==> src/rtl/audio_i2s_tx.sv <==
// Left-justified I2S-style serializer for the WM8731 DAC port: one 16-bit sample
// repeated on both channels, with a once-per-frame next-sample request.
module audio_i2s_tx #(
    parameter int unsigned BCLK_DIV = 16
) (
    input  logic        Clk,
    input  logic        Reset,
    input  logic        INIT_FINISH,
    input  logic        mute,
    input  logic [15:0] sample_data,
    output logic        data_over,
    output logic        AUD_BCLK,
    output logic        AUD_DACLRCK,
    output logic        AUD_DACDAT
);

    localparam int unsigned DIV_W  = (BCLK_DIV > 1) ? $clog2(BCLK_DIV) : 1;
    localparam int unsigned BIT_W  = 5;
    localparam int unsigned WORD_W = 16;
    localparam logic [DIV_W-1:0] DIV_MAX = DIV_W'(BCLK_DIV - 1);

    typedef enum logic {
        IDLE = 1'b0,
        RUN  = 1'b1
    } state_e;

    state_e              state_q,  state_d;
    logic [DIV_W-1:0]    div_q,    div_d;
    logic [BIT_W-1:0]    bit_q,    bit_d;
    logic [WORD_W-1:0]   word_q,   word_d;
    logic [WORD_W-1:0]   shift_q,  shift_d;
    logic                bclk_q,   bclk_d;
    logic                lrck_q,   lrck_d;
    logic                dat_q,    dat_d;
    logic                dov_q,    dov_d;

    logic [WORD_W-1:0]   fresh_word;
    logic [BIT_W-1:0]    bit_inc;

    // Word captured at frame start; mute forces silence for the whole frame.
    assign fresh_word = mute ? '0 : sample_data;
    assign bit_inc    = bit_q + BIT_W'(1);

    always_comb begin
        state_d = state_q;
        div_d   = div_q;
        bit_d   = bit_q;
        word_d  = word_q;
        shift_d = shift_q;
        bclk_d  = bclk_q;
        lrck_d  = lrck_q;
        dat_d   = dat_q;
        dov_d   = 1'b0;

        case (state_q)
            IDLE: begin
                if (INIT_FINISH) begin
                    state_d = RUN;
                    word_d  = fresh_word;
                    shift_d = fresh_word;
                    dat_d   = fresh_word[WORD_W-1];
                    div_d   = '0;
                    bit_d   = '0;
                    bclk_d  = 1'b0;
                    lrck_d  = 1'b0;
                end
            end
            RUN: begin
                if (div_q == DIV_MAX) begin
                    div_d  = '0;
                    bclk_d = ~bclk_q;
                    // Data and channel only move on the BCLK falling edge.
                    if (bclk_q) begin
                        bit_d  = bit_inc;
                        lrck_d = bit_inc[BIT_W-1];
                        if (bit_inc == BIT_W'(0)) begin
                            word_d  = fresh_word;
                            shift_d = fresh_word;
                            dat_d   = fresh_word[WORD_W-1];
                        end else if (bit_inc == BIT_W'(16)) begin
                            shift_d = word_q;
                            dat_d   = word_q[WORD_W-1];
                            dov_d   = ~mute;
                        end else begin
                            shift_d = {shift_q[WORD_W-2:0], 1'b0};
                            dat_d   = shift_q[WORD_W-2];
                        end
                    end
                end else begin
                    div_d = div_q + DIV_W'(1);
                end
            end
        endcase
    end

    always_ff @(posedge Clk or negedge Reset) begin
        if (!Reset) begin
            state_q <= IDLE;
            div_q   <= '0;
            bit_q   <= '0;
            word_q  <= '0;
            shift_q <= '0;
            bclk_q  <= 1'b0;
            lrck_q  <= 1'b0;
            dat_q   <= 1'b0;
            dov_q   <= 1'b0;
        end else begin
            state_q <= state_d;
            div_q   <= div_d;
            bit_q   <= bit_d;
            word_q  <= word_d;
            shift_q <= shift_d;
            bclk_q  <= bclk_d;
            lrck_q  <= lrck_d;
            dat_q   <= dat_d;
            dov_q   <= dov_d;
        end
    end

    assign data_over   = dov_q;
    assign AUD_BCLK    = bclk_q;
    assign AUD_DACLRCK = lrck_q;
    assign AUD_DACDAT  = dat_q;

endmodule
==> config.mk <==
export PLATFORM = sky130hd
export DESIGN_NAME = audio_i2s_tx
export DESIGN_NICKNAME = d
export VERILOG_FILES = /design/src/rtl/audio_i2s_tx.sv
export SDC_FILE = /design/constraint.sdc
export NUM_CORES = 1
export LEC_CHECK = 0
export ABC_AREA = 1
export BUFFER_PORTS_ARGS = -buffer_cell sky130_fd_sc_hd__buf_2
export CORE_MARGIN = 10
export CORE_UTILIZATION = 34
export DETAILED_ROUTE_END_ITERATION = 10
export PLACE_DENSITY = 0.62
export SYNTH_ARGS = -nofsm -noshare
export SYNTH_HDL_FRONTEND = slang
export SYNTH_SLANG_ARGS = --single-unit
==> constraint.sdc <==
create_clock -name Clk -period 2 [get_ports Clk]
set_input_delay 0.2 -clock Clk [delete_from_list [all_inputs] [get_ports Clk]]
set_output_delay 0.2 -clock Clk [all_outputs]
set_load 0.005 [all_outputs]
==> metrics.cfg, run 1 <==
[status]
outcome = completed

[power_and_ir_drop]
p_leak_nw = 1.290
pwr_density_cell_mw_per_mm2 = 1095
p_total_w = 0.002893
peakVddDrop_mv = 0.3485

[synthesis]
ys_warn_count = 0
ys_seq_elements = 44
synth_largest_area_cell = dfrtp_1
yosys_most_used_dff = dfrtp_1
synthCells = 290
synth-edff-count = 0
yosysMostFrequentCell = nand2_1
ys_types = 27
yosys-top-cells-area = dfrtp_1, nand2_1, nand3_1
postSynthAreaPerCell_um2 = 8.297
synthesis.area_mm2 = 0.002406
ys_async_sr_fraction = 1.000
seq_area_frac_synth = 0.4576
netlist.area_leader.share = 0.4576
synthesis.nets = 312
synth_common_cells = nand2_1, nor2_1, dfrtp_1

[worst_setup_path]
arrival_ps = 1940
path_buf_inv = 3
critPathTopFamily = flip-flops
end_kind = flop
reg2reg_slack_ps = 250
setup.worst_path.start_class = flop
cp.required_ps = 2190
timing.critical_path.mode_cell = inv_1
worstSetupPathType = flop to flop
crit_fanout = 38
max_stage_delay_ps = 660
path_cells = inv_1 -> nor2_2 -> nor2_4 -> buf_4 -> or2_2 -> inv_1 -> nor2_1
r2r-end = shift_q[3]$_DFFE_PN0P_
regToRegStartpoint = state_q$_DFF_PN0_
worst-path-stages = 7
slowest_stage = dfrtp_1
rr_worst_depth = 7

[floorplanning]
pin_count = 24
rows = 30
dieWidth_um = 104.1
dieArea_mm2 = 0.01084
dieHeight_um = 104.1
core-area_mm2 = 0.006832
start_util = 0.3522

[timing]
period_share = 0.8743
rsz0062_at_grt = no
hold_viol = 0
slew_headroom = 0.6030
tightest_slew_ps = 594.8
setup_viol = 0
finClkSkew_ps = 4.514
setup_ws_ps = 251.3
maxSlewViolCount = 0
post-route-min-period_ps = 1749
fmax_ghz = 0.5719
whs_ps = 86.91
fin_tns_setup_ps = 0

[final_layout]
nFillCells = 729
area_delta_synth_final_pct = 9.776
num_antenna_cells = 0
drive_gt1_frac = 0.2476
fin_area_mm2 = 0.002641
nNetsFinal = 333

[global_routing]
antenna_found_initial = 0
first_global_vias = 1946
grt_max_degree = 39
grt_pass1_wl_mm = 9.197
grt_overflow = 0
grtUsageTotal = 0.1004

[drt]
routed_via_density = 4.533
ant_nets = 0
wl_per_cell_um = 12.23
vias = 1845
wl_mm = 4.977
drtIter0Drc = 87
drc = 0
first_pass_iters = 4

[min_path]
hold_class = input port to flop
holdPathEnd = data_over$_DFF_PN0_
hold_depth = 2
worst_hold_startpoint = mute

[placement]
io_buffer_count = 23
place_ws_ps = 25.31
dp_hpwl_mm = 3.383
dpl_cell_area_mm2 = 0.002551
place.gp.congestion = 0.7742

[clocking]
clk_path_buf_depth = 2
cts_max_level = 2
cts.reportedPaths.clkPinSlew_ps = 80
insertion_delay_ps = 290
cts_tree = done
cts_sinks = 44
ctsRootBufferMaster = clkbuf_8
cts_setup_buffers = 0
cts_buffers = 5

[job]
cap_violations = 0

final cells by class:
| type | count | area, µm² | share of cell area |
|---|---|---|---|
| tap | 96 | 120.1 | 0.04548 |
| multi-input combinational | 208 | 1086 | 0.4112 |
| sequential | 44 | 1101 | 0.4169 |
| timing repair buffer | 27 | 160.2 | 0.06063 |
| clock inverter | 1 | 5.005 | 0.001895 |
| clock buffer | 6 | 72.57 | 0.02748 |
| inverter | 25 | 96.34 | 0.03648 |
where the power goes:
| part | internal, W | switching [W] |
|---|---|---|
| registers | 0.00118 | 0.000203 |
| clock network | 0.000238 | 0.000287 |
| logic | 0.000424 | 0.000565 |
| total | 0.00184 | 0.00105 |
what timing repair did:
item | 4_1_cts | 5_1_grt
setup endpoints to repair | 0 | 16
resized for setup | 0 | 2
hold endpoints to repair | 21 | 0
hold buffers | 1 | 0
flip-flops by register name, summed over array words and instances, names as in the netlist:
signal and flops:
bit_q 5, shift_q 15, word_q 16, data_over 1, state_q 1, AUD_BCLK 1, div_q 4, AUD_DACDAT 1
cells by family (layout without fill, tap and decap cells):
family	after synthesis	after routing	synth area share
xor+xnor	2	2	0.007282
simple gates	181	181	0.3614
buf+inv	38	59	0.09100
flops	44	44	0.4576
fa+ha+maj	2	2	0.01040
compound gates	23	23	0.07228
per-layer routing:
| metal | share of wire | up-vias | routed length, µm | GRT usage |
|---|---|---|---|---|
| li1 | - | 964 | - | - |
| met1 | 0.49 | 843 | 2443 | 0.1303 |
| met2 | 0.46 | 33 | 2268 | 0.1581 |
| met3 | 0.037 | 5 | 186 | 0.02292 |
| met4 | 0.016 | 0 | 78 | 0.03777 |
| met5 | 0 | - | 0 | 0 |
worst max path at each step:
stage	start	to	slack, ps
2_1_floorplan	bit_q[0]$_DFFE_PN0P_	word_q[13]$_DFFE_PN0P_	490
3_3_place_gp	state_q$_DFF_PN0_	word_q[12]$_DFFE_PN0P_	70
3_5_place_dp	state_q$_DFF_PN0_	word_q[10]$_DFFE_PN0P_	30
4_1_cts	state_q$_DFF_PN0_	word_q[10]$_DFFE_PN0P_	0.2
5_1_grt	state_q$_DFF_PN0_	word_q[9]$_DFFE_PN0P_	10
6_report	state_q$_DFF_PN0_	shift_q[3]$_DFFE_PN0P_	250
per-stage QoR:
| stage | utilization | instances |
|---|---|---|
| 5_1_grt | 0.3866 | 407 |
| 4_1_cts | 0.3863 | 407 |
| 3_5_place_dp | 0.3734 | 399 |
| 6_report | 0.3866 | 407 |
| 3_3_place_gp | 0.3734 | 399 |
| 2_1_floorplan | - | 290 |
layout by cell type (no fill, tap or decap):
cell type      count
nand2_1           67
nor2_1            45
dfrtp_1           44
nand3_1           35
buf_2             23
inv_1             21
o21ai_2           15
or2_2             11
o21ai_0            6
clkbuf_8           5
nand3_2            4
nand4_1            4
nand2_2            4
or2_1              4
inv_2              3
nor2_4             3
ha_1               2
buf_4              2
nor2_8             1
nor4_2             1
nor2_2             1
nand3_4            1
inv_4              1
xnor2_1            1
a22oi_1            1
xor2_1             1
a21oi_1            1
clkbuf_1           1
clkinv_2           1
dlygate4sd3_1      1
buf_12             1
worst reg2reg max path: cells and delay by family, from the launching register on:
kind                   cells  cell delay (ps)
flip-flops                 1              660
AND/OR/NAND/NOR            4              570
buffers and inverters      3              410
No activity file was read; power rests on OpenSTA's default activity.
==> run 2, diff against run 1 <==
PLACE_DENSITY = 0.47   (was 0.62)
==> metrics.cfg, run 2 (synthesized netlist as in run 1, its figures left out) <==
[status]
outcome = completed

[worst_setup_path]
path_buf_inv = 4  ; +1
setup.worst_path.start_class = flop
crit_start = state_q$_DFF_PN0_
worstSetupPathType = flop to flop
cp.required_ps = 2230  ; +40 ps
critPathTopFamily = flip-flops
regToRegStartpoint = state_q$_DFF_PN0_
max_stage_delay_ps = 660  ; about the same
slowest_stage = dfrtp_1
end_kind = flop
path_cells = inv_1 -> nor2_2 -> nor2_4 -> inv_2 -> nor2_4 -> inv_2 -> buf_12 -> nand2_1 -> o21ai_2
crit_fanout = 23  ; -39%
arrival_ps = 2030  ; +90 ps

[clocking]
clk_path_buf_depth = 2  ; unchanged
insertion_delay_ps = 300  ; about the same
cts.reportedPaths.clkPinSlew_ps = 80  ; about the same
cts_sinks = 44  ; unchanged
cts_max_level = 2  ; unchanged
cts_tree = done
cts_buffers = 5  ; unchanged
ctsRootBufferMaster = clkbuf_8

[min_path]
hold_class = input port to flop
worst_hold_startpoint = mute

[final_layout]
final_cell_mix = nand2_1, nor2_1, dfrtp_1
top_register = word_q
largest_reg_flops = 16  ; unchanged
final_util = 0.3932  ; +0.006593
area_delta_synth_final_pct = 11.65
nNetsFinal = 336  ; +0.90%
drive_gt1_frac = 0.2540  ; +0.006380
final_common_cell = nand2_1
num_antenna_cells = 0  ; unchanged
nFillCells = 760  ; +4.3%
reg_top3 = word_q: 16 flops, shift_q: 15 flops, bit_q: 5 flops

[drt]
vias = 1866  ; +1.1%
wl_per_cell_um = 12.86  ; +5.2%
ant_nets = 0  ; unchanged
first_pass_iters = 4  ; unchanged
routed_via_density = 4.540  ; +0.15%
wl_mm = 5.285  ; +6.2%
drc = 0  ; unchanged
drtIter0Drc = 70  ; -20%

[power_and_ir_drop]
pwr_density_cell_mw_per_mm2 = 1111  ; +1.4%
p_leak_nw = 1.315  ; +1.9%
peakVddDrop_mv = 0.3941  ; +13%

[global_routing]
grt_overflow = 0  ; unchanged
grtUsageTotal = 0.1018  ; +0.001442
grt_pass1_wl_mm = 9.308  ; +1.2%
grt_max_degree = 26  ; -33%
first_global_vias = 1913  ; -1.7%
antenna_found_initial = 0  ; unchanged

[timing]
rsz0062_at_grt = no
setup_viol = 0  ; unchanged
fmax_ghz = 0.5555  ; -2.9%
post-route-min-period_ps = 1800  ; +51.49 ps
maxSlewViolCount = 0  ; unchanged
period_share = 0.9001  ; +0.02575
finClkSkew_ps = 4.622  ; +0.1078 ps
fin_tns_setup_ps = 0  ; unchanged
slew_headroom = 0.6124  ; +0.009351
hold_viol = 0  ; unchanged
tightest_slew_ps = 580.8  ; -14.01 ps

[floorplanning]
start_util = 0.3522  ; unchanged
pin_count = 24  ; unchanged
core-area_mm2 = 0.006832  ; unchanged
dieHeight_um = 104.1  ; unchanged
dieWidth_um = 104.1  ; unchanged
rows = 30  ; unchanged
dieArea_mm2 = 0.01084  ; unchanged

[placement]
io_buffer_count = 23  ; unchanged
place.gp.congestion = 0.7498  ; -3.2%
dp_hpwl_mm = 3.555  ; +5.1%

[job]
cap_violations = 0  ; unchanged

run 2: cell types whose count changed in the layout (fill, tap and decap cells not counted), sizes merged:
cell | before | now
buf | 26 | 29
clkbuf | 6 | 8
clkinv | 1 | 0
run 2: stage by stage:
step	hold WS [ps]	setup WS, ps	power [W]	instance area (µm²)	instances
final	79.73	199.8	0.002983	2686	411
after global routing	78.51	15.19	0.003235	2686	411
after CTS	86.75	200.2	0.003020	2686	411
after detailed placement	204.5	219.6	0.002420	2586	402
after global placement	204.2	231.5	0.002421	2586	402
after floorplan	-95.59	486.0	0.002178	2406	290
run 2: final timing paths:
path	endpoint	slack (ps)	depth (start not counted)
worst max-delay path	word_q[1]$_DFFE_PN0P_	200	9
worst min-delay path	data_over$_DFF_PN0_	80	2
worst max register to register	word_q[1]$_DFFE_PN0P_	200	9
worst min register to register	word_q[0]$_DFFE_PN0P_	490	2
max in group asynchronous	word_q[7]$_DFFE_PN0P_	1100	3
min in group asynchronous	bit_q[1]$_DFFE_PN0P_	390	2
run 2: repair_timing:
| action | in CTS | in global routing |
|---|---|---|
| hold buffers | 1 | 0 |
| setup buffers | 0 | 0 |
| hold endpoints to repair | 19 | 0 |
| gates resized for setup | 0 | 0 |
run 2: metal layers:
layer  wire length [µm]  GRT usage  up-vias
met2               2404     0.1617       18
met1               2666     0.1314      876
met3                132    0.02230        8
li1                   -          -      964
met4                 82    0.03877        0
met5                  0          0        -
run 2: final cells by class:
type | instances | area, µm² | area share
inverters | 25 | 93.84 | 0.03493
flip-flops and latches | 44 | 1101 | 0.4099
repair buffers | 30 | 195.2 | 0.07266
clock buffers | 8 | 90.09 | 0.03354
well taps | 96 | 120.1 | 0.04471
multi-input cells | 208 | 1086 | 0.4043
run 2: power breakdown:
part | internal, W | switching, W | leakage (nW)
sequential | 0.00118 | 0.000205 | 0.551
combinational | 0.000434 | 0.000574 | 0.719
clock | 0.000282 | 0.000312 | 0.0455
